$ cat src/rtl/pixel_sum_pack.sv
// Converts approximate-adder sums {cout,sum} to 8-bit pixels (saturate/average/truncate),
// buffers them in a 2-entry FIFO, tags line/frame ends and counts saturations per frame.
module pixel_sum_pack #(
  parameter int LINE_LEN    = 640,
  parameter int FRAME_LINES = 480,
  parameter int CNT_W       = 20
) (
  input  logic             clk,
  input  logic             rst,
  input  logic             in_valid,
  output logic             in_ready,
  input  logic [8:0]       in_sum,
  input  logic             in_cout,
  input  logic [1:0]       mode,
  output logic             out_valid,
  input  logic             out_ready,
  output logic [7:0]       out_pix,
  output logic             out_eol,
  output logic             out_eof,
  output logic [CNT_W-1:0] frame_sat
);

  localparam int XW = (LINE_LEN > 1) ? $clog2(LINE_LEN) : 1;
  localparam int YW = (FRAME_LINES > 1) ? $clog2(FRAME_LINES) : 1;
  localparam logic [XW-1:0] X_LAST = XW'(LINE_LEN - 1);
  localparam logic [YW-1:0] Y_LAST = YW'(FRAME_LINES - 1);

  typedef struct packed {
    logic [7:0] pix;
    logic       eol;
    logic       eof;
  } entry_t;

  entry_t [1:0]     mem_q;
  logic             rd_q, wr_q;
  logic [1:0]       cnt_q;
  logic [XW-1:0]    x_q, x_d;
  logic [YW-1:0]    y_q, y_d;
  logic [CNT_W-1:0] sat_cnt_q, sat_cnt_d;
  logic [CNT_W-1:0] frame_sat_q, frame_sat_d;

  logic       push, pop;
  logic [9:0] v, h;
  logic [7:0] conv_pix;
  logic       conv_sat;
  logic       eol_tag, eof_tag;
  logic [CNT_W:0] fs_sum;

  assign in_ready  = (cnt_q != 2'd2);
  assign out_valid = (cnt_q != 2'd0);
  assign push      = in_valid && in_ready;
  assign pop       = out_valid && out_ready;

  assign out_pix   = mem_q[rd_q].pix;
  assign out_eol   = mem_q[rd_q].eol;
  assign out_eof   = mem_q[rd_q].eof;
  assign frame_sat = frame_sat_q;

  assign v = {in_cout, in_sum};
  assign h = {1'b0, v[9:1]};

  always_comb begin
    conv_pix = v[7:0];
    conv_sat = 1'b0;
    case (mode)
      2'b01: begin
        conv_sat = (h[9:8] != 2'b00);
        conv_pix = conv_sat ? 8'hFF : h[7:0];
      end
      2'b10: begin
        conv_sat = 1'b0;
        conv_pix = v[7:0];
      end
      default: begin
        conv_sat = (v[9:8] != 2'b00);
        conv_pix = conv_sat ? 8'hFF : v[7:0];
      end
    endcase
  end

  assign eol_tag = (x_q == X_LAST);
  assign eof_tag = eol_tag && (y_q == Y_LAST);
  assign fs_sum  = {1'b0, sat_cnt_q} + {{CNT_W{1'b0}}, conv_sat};

  // Position and saturation bookkeeping only move on an accepted sum.
  always_comb begin
    x_d         = x_q;
    y_d         = y_q;
    sat_cnt_d   = sat_cnt_q;
    frame_sat_d = frame_sat_q;
    if (push) begin
      if (eol_tag) begin
        x_d = '0;
        y_d = eof_tag ? '0 : y_q + 1'b1;
      end else begin
        x_d = x_q + 1'b1;
      end
      if (eof_tag) begin
        frame_sat_d = fs_sum[CNT_W] ? '1 : fs_sum[CNT_W-1:0];
        sat_cnt_d   = '0;
      end else if (conv_sat && (sat_cnt_q != '1)) begin
        sat_cnt_d = sat_cnt_q + 1'b1;
      end
    end
  end

  always_ff @(posedge clk) begin
    if (rst) begin
      mem_q       <= '0;
      rd_q        <= 1'b0;
      wr_q        <= 1'b0;
      cnt_q       <= 2'd0;
      x_q         <= '0;
      y_q         <= '0;
      sat_cnt_q   <= '0;
      frame_sat_q <= '0;
    end else begin
      if (push) begin
        mem_q[wr_q] <= '{pix: conv_pix, eol: eol_tag, eof: eof_tag};
        wr_q        <= ~wr_q;
      end
      if (pop) rd_q <= ~rd_q;
      case ({push, pop})
        2'b10:   cnt_q <= cnt_q + 2'd1;
        2'b01:   cnt_q <= cnt_q - 2'd1;
        default: cnt_q <= cnt_q;
      endcase
      x_q         <= x_d;
      y_q         <= y_d;
      sat_cnt_q   <= sat_cnt_d;
      frame_sat_q <= frame_sat_d;
    end
  end

endmodule
$ cat config.mk
export PLATFORM = sky130hd
export DESIGN_NAME = pixel_sum_pack
export DESIGN_NICKNAME = d
export VERILOG_FILES = /design/src/rtl/pixel_sum_pack.sv
export SDC_FILE = /design/constraint.sdc
export NUM_CORES = 1
export LEC_CHECK = 0
export ABC_AREA = 1
export CORE_MARGIN = 10
export CORE_UTILIZATION = 45
export CTS_BUF_LIST = sky130_fd_sc_hd__clkbuf_4 sky130_fd_sc_hd__clkbuf_8
export DETAILED_ROUTE_END_ITERATION = 8
export GPL_ROUTABILITY_DRIVEN = 1
export PLACE_DENSITY_LB_ADDON = 0.1
export SLEW_MARGIN = 20
export SYNTH_ARGS = -nofsm -noshare
export SYNTH_HDL_FRONTEND = slang
export SYNTH_SLANG_ARGS = --single-unit
$ cat constraint.sdc
create_clock -name clk -period 2 [get_ports clk]
set_input_delay 0.2 -clock clk [delete_from_list [all_inputs] [get_ports clk]]
set_output_delay 0.2 -clock clk [all_outputs]
set_load 0.02 [all_outputs]
======== Word-level counts from Yosys, hierarchy flattened ========
Cells that the tools add are included.
cells by class
  add/sub/neg operators ................... 6
  $lt $le $gt $ge ......................... 3
  eq/ne operators ......................... 8
  mux-type cells .......................... 15
  bitwise operators ....................... 2
  reductions and logical operators ........ 12
operators with widths
  kind                   count
  $mux 20                3
  $mux 10                4
  $add 20x1->21          1
  $add 20x1->20 const B  1
  $bwmux 20              1
  $ne 20x20->1 const B   1
  $mux 8                 2
  $pmux 8 s2             1
  $add 10x1->10 const B  1
  $demux 10 s1           1
  $eq 10x10->1 const B   1
  $add 9x1->9 const B    1
  $eq 9x9->1 const B     1
  $mux 9                 1
  $reduce_bool 2->1      4
  $reduce_and 2->1       3
  $logic_and 1x1->1      5
  $eq 2x1->1 const B     2
  $eq 2x2->1 const B     2
  $lt 1x2->1 const B     2
  $pmux 2 s2             1
  $add 2x1->2 const B    1
  $ne 2x2->1 const B     1
  $not 1->1              2
  other kinds (3)        3
word-level totals
  flip-flop bits (word level) ............. 83
  output and inout port bits .............. 32

======== Logic depth before layout (Yosys ltp) ========
  depth in word-level cells ............... 5
  gate-level depth with buffers ........... 17
  depth with buffers taken out ............ 16

======== Worst setup path before layout ========
Ideal clock, no wire load.
  path type ............................... input to register
  start point ............................. input mode[0]
  end point ............................... register frame_sat_q[18] (netlist: frame_sat[18])
  arrival ................................. 2.006 ns
  required time ........................... 1.883 ns
  setup slack ............................. -0.123 ns
  stages on the path ...................... 16
  cells stage by stage .................... inv_1 > ha_1 > inv_1 > nand2_1 > nand2_1 > inv_1 > ha_1 > ha_1 > inv_1 > nor2_2 > nand2_1 > nor2_1 > nand2_1 > xor2_1 > nor2_1 > nor2_1
on the way
  word-level cells in the longest chain between the ends .. 4
  elaborated cells between the ends (all ways) .. 5
  those cells by class .................... add/sub (1); eq/ne (2); mux (2)
RTL lines
  element                                          line  source
  from (decl)                                      14    input logic [1:0] mode,
  $eq 2x2->1 / $eq 2x1->1 (equally long branches)  65    case (mode)
  $pmux 1 s2 *                                     65
  $add 20x1->21 *                                  83    assign fs_sum = {1'b0, sat_cnt_q} + {{CNT_W{1'b0}}, conv_sat};
  $mux 20 *                                        99    frame_sat_d = fs_sum[CNT_W] ? '1 : fs_sum[CNT_W-1:0];
  to (signal assigned)                             131   frame_sat_q <= frame_sat_d;
  to (decl)                                        40    logic [CNT_W-1:0] frame_sat_q, frame_sat_d;
Mark *: on every way between the ends. The rest lies on a longest branch, timed or not.
A chain may end at the register's enable or synchronous reset.

======== Final worst setup path ========
  start point ............................. register sat_cnt_q[2]
  end point ............................... register sat_cnt_q[18]
on the way
  word-level cells in the longest chain between the ends .. 4
  elaborated cells between the ends (all ways) .. 7
  those cells by class .................... add/sub (1); eq/ne (1); mux (2); reduce/logical (3)
RTL lines
  element                                                line  source
  from (decl)                                            39    logic [CNT_W-1:0] sat_cnt_q, sat_cnt_d;
  from (signal assigned)                                 130   sat_cnt_q <= sat_cnt_d;
  branches (longest 4 deep; another with $add 20x1->20)  -
Several ways; the timed one is not identified. The select of a mux whose other input is x is not followed.

==> reports/qor.yml <==
grt:
  grt_max_degree: 20
  gr-usage-met2_pct: 30.6
  grt.busiest_layer: "met2"
  grt_util_met3_pct: 3.91
  gr-usage-all-layers_pct: 17.6
  grt_pass1_vias: 4529
  grt_antenna_before_repair: 0
  overflow: 0
  grt_pass1_wl_um: 21300
  met1_usage_pct: 20.2
synthesis:
  synthMostInstantiatedCell: "nand2_1"
  netlist_instances: 673
  ys_seq_area_share_pct: 36.5
  yosys_warnings: 0
  synth_top_area_share_pct: 36.5
  syn_area_um2: 4550
  ys_types: 32
  ys_seq_elements: 83
  synth_area_leaders: "dfxtp_1 37%, nand2_1 11%, nor2_1 8.0%"
  synth-edff-count: 0
  synth_top_area_cell: "dfxtp_1"
  synthFlopType: "dfxtp_1"
  synth_fp_nets: 697
  synthTopCellsByCount: "136 x nand2_1, 97 x nor2_1, 83 x dfxtp_1, 78 x inv_1, 63 x o21ai_0"
  syn_area_per_cell_um2: 6.76
  async_flop_share_pct: 0
worst_setup_path:
  worstRegToRegCells: 9
  critical_path_class: "reg -> reg"
  start_kind: "flop"
  endpoint_kind: "flop"
  required_ns: 2.26
  r2r_setup_slack_ns: 0.17
  reg2reg_from: "sat_cnt_q[2]"
  reg2reg_to: "sat_cnt_q[18]"
  worstPathMaxFanout: 9
  critPathArrivalTime_ns: 2.09
floorplanning:
  core_area_um2: 9820
  pin_count: 48
  fp.dieW_um: 121
  dieArea_um2: 14500
  die_y_um: 121
  start_util_pct: 46.3
  rows: 36
placement:
  placed_cells: 873
  gp_congestion: 0.972
  io_buffers: 47
  place_hpwl_um: 9460
cts:
  cts-root-buf: "clkbuf_8"
  numCtsBuffers: 9
  cts_sinks: 83
  cts_buffer_depth: 2
  cts_hold_buf: 0
  clk_latency_ns: 0.36
  clkTransAtPathRegs_ns: 0.09
  htreeDepth: 3
  cts_tree: "yes"
final_layout:
  areaGrowthSynthToFinish_pct: 25.7
  nets: 780
  fillers: 991
  instances_no_fill: 894
  drive_above_1_share_pct: 15.6
  antenna_cells: 0
sta:
  relSlewSlack_pct: 66.6
  hold_violations: 0
  fin_crit_ns: 1.83
  fin_tns_setup_ns: 0
  fin_crit_sh_pct: 91.5
  tightest_slew_ns: 0.498
  rsz0062_at_grt: "false"
  fin_worst_skew_ns: 0.00529
  slew_viol_final: 0
  fmax_ghz: 0.546
  hold_slack_ns: 0.436
  setup_violations: 0
routing:
  drc: 0
  ant_nets: 0
  wl_um: 12400
  via_per_inst: 5.13
  drt-initial-drc-count: 342
  vias: 4587
  dr.pass1.iters: 4
  routedWlPerCell_um: 13.8
min_path:
  min_to: "mem_q[12]"
  min_from: "mode[1]"
  hold_class: "in -> reg"
  min_path_cells: 6
power:
  power_density_nw_per_um2: 694
  ir_worst_vdd_uv: 552
  p_leak_nw: 2.53
job:
  maxCapViolCount: 0
run_status:
  status: "finished, final reports clean"
## area by class of cell
cell class                      instances  area [µm²]  share of cell area (%)
Timing Repair Buffer                   92         822                    14.4
Timing Repair inverter                  2        12.5                   0.219
Tap cell                              133         166                    2.91
Sequential cell                        83        1660                    29.1
Clock inverter                          6        71.3                    1.25
Clock buffer                           10         138                    2.41
Inverter                               85         323                    5.65
Multi-Input combinational cell        483        2520                    44.1
## per-layer routing
metal / share of wire [%] / up-vias
li1: - / 2347
met1: 42 / 2125
met2: 51 / 94
met3: 4.3 / 21
met4: 2.4 / 0
met5: 0 / -
## repair_timing
| action | CTS | global route |
|---|---|---|
| gates cloned | 3 | 0 |
| resized for setup | 20 | 17 |
| endpoints found under the setup margin | 29 | 11 |
| pin swaps | 6 | 6 |
| hold endpoints to repair | 0 | 0 |
| setup buffers | 1 | 1 |
## registers in the layout, summed over array words and instances (netlist names)
name / count
sat_cnt_q: 20
wr_q: 1
cnt_q: 2
rd_q: 1
frame_sat: 20
y_q: 9
mem_q: 20
x_q: 10
## how the worst max path moves through the flow
stage | cells past startpoint | start | to
global route | 10 | sat_cnt_q[0] | sat_cnt_q[12]
global placement | 17 | mode[0] | frame_sat[19]
detailed placement | 17 | mode[0] | frame_sat[19]
finish | 9 | sat_cnt_q[2] | sat_cnt_q[18]
floorplan | 17 | mode[0] | frame_sat[12]
CTS | 3 | rd_q | out_pix[6]
## worst max-delay path, cell delays in order, from the launching register on
cell and delay [ns]:
dfxtp_1 0.57, nand2_1 0.19, nor2_1 0.25, nand2_1 0.17, nor2_2 0.23, nand3_1 0.10
nand3_1 0.10, nand2_1 0.05, inv_1 0.05, nor2_1 0.03
## cells by family (layout without fill, tap and decap cells)
logic type | Yosys count | in the layout | share of synthesized area, %
simple gates | 319 | 320 | 31.5
compound gates | 136 | 136 | 15.8
buf+inv | 108 | 195 | 10.3
flops | 83 | 83 | 36.5
xor+xnor | 19 | 19 | 3.66
fa+ha+maj | 8 | 8 | 2.20
## through the flow
stage / setup slack (ns) / util [%] / power [mW] / instance area, µm²
2_1_floorplan: 0.00331 / - / 2.37 / 4570
3_3_place_gp: -0.586 / 55.0 / 2.68 / 5400
3_5_place_dp: -0.650 / 55.0 / 2.70 / 5400
4_1_cts: 0.00125 / 57.7 / 3.99 / 5660
5_1_grt: 0.0173 / 58.2 / 4.20 / 5720
6_report: 0.169 / 58.2 / 3.97 / 5720
## power breakdown
| group | switching [mW] | total, mW | internal, mW |
|---|---|---|---|
| Clock | 0.663 | 1.29 | 0.627 |
| Combinational | 0.484 | 0.829 | 0.345 |
| Sequential | 0.0921 | 1.85 | 1.75 |
## layout by cell type, fill, tap and decap left out, types with 4 or more instances in the layout
cell / Yosys / routed
ha_4: 0 / 4
nor2_2: 6 / 7
dlygate4sd2_1: 0 / 7
o21ai_0: 63 / 62
nand2_2: 10 / 13
nand4_1: 10 / 10
nor2_1: 97 / 94
xor2_1: 17 / 17
clkbuf_8: 0 / 10
a21oi_1: 42 / 42
clkdlybuf4s50_1: 0 / 35
nand2_4: 2 / 5
inv_1: 78 / 73
inv_2: 6 / 10
ha_1: 8 / 4
nand2_1: 136 / 131
buf_4: 4 / 43
dfxtp_1: 83 / 82
o22ai_1: 23 / 23
o21ai_1: 3 / 4
nor2_4: 7 / 9
nor3_1: 9 / 9
nand3_1: 36 / 36
No activity file was read; power rests on OpenSTA's default activity.
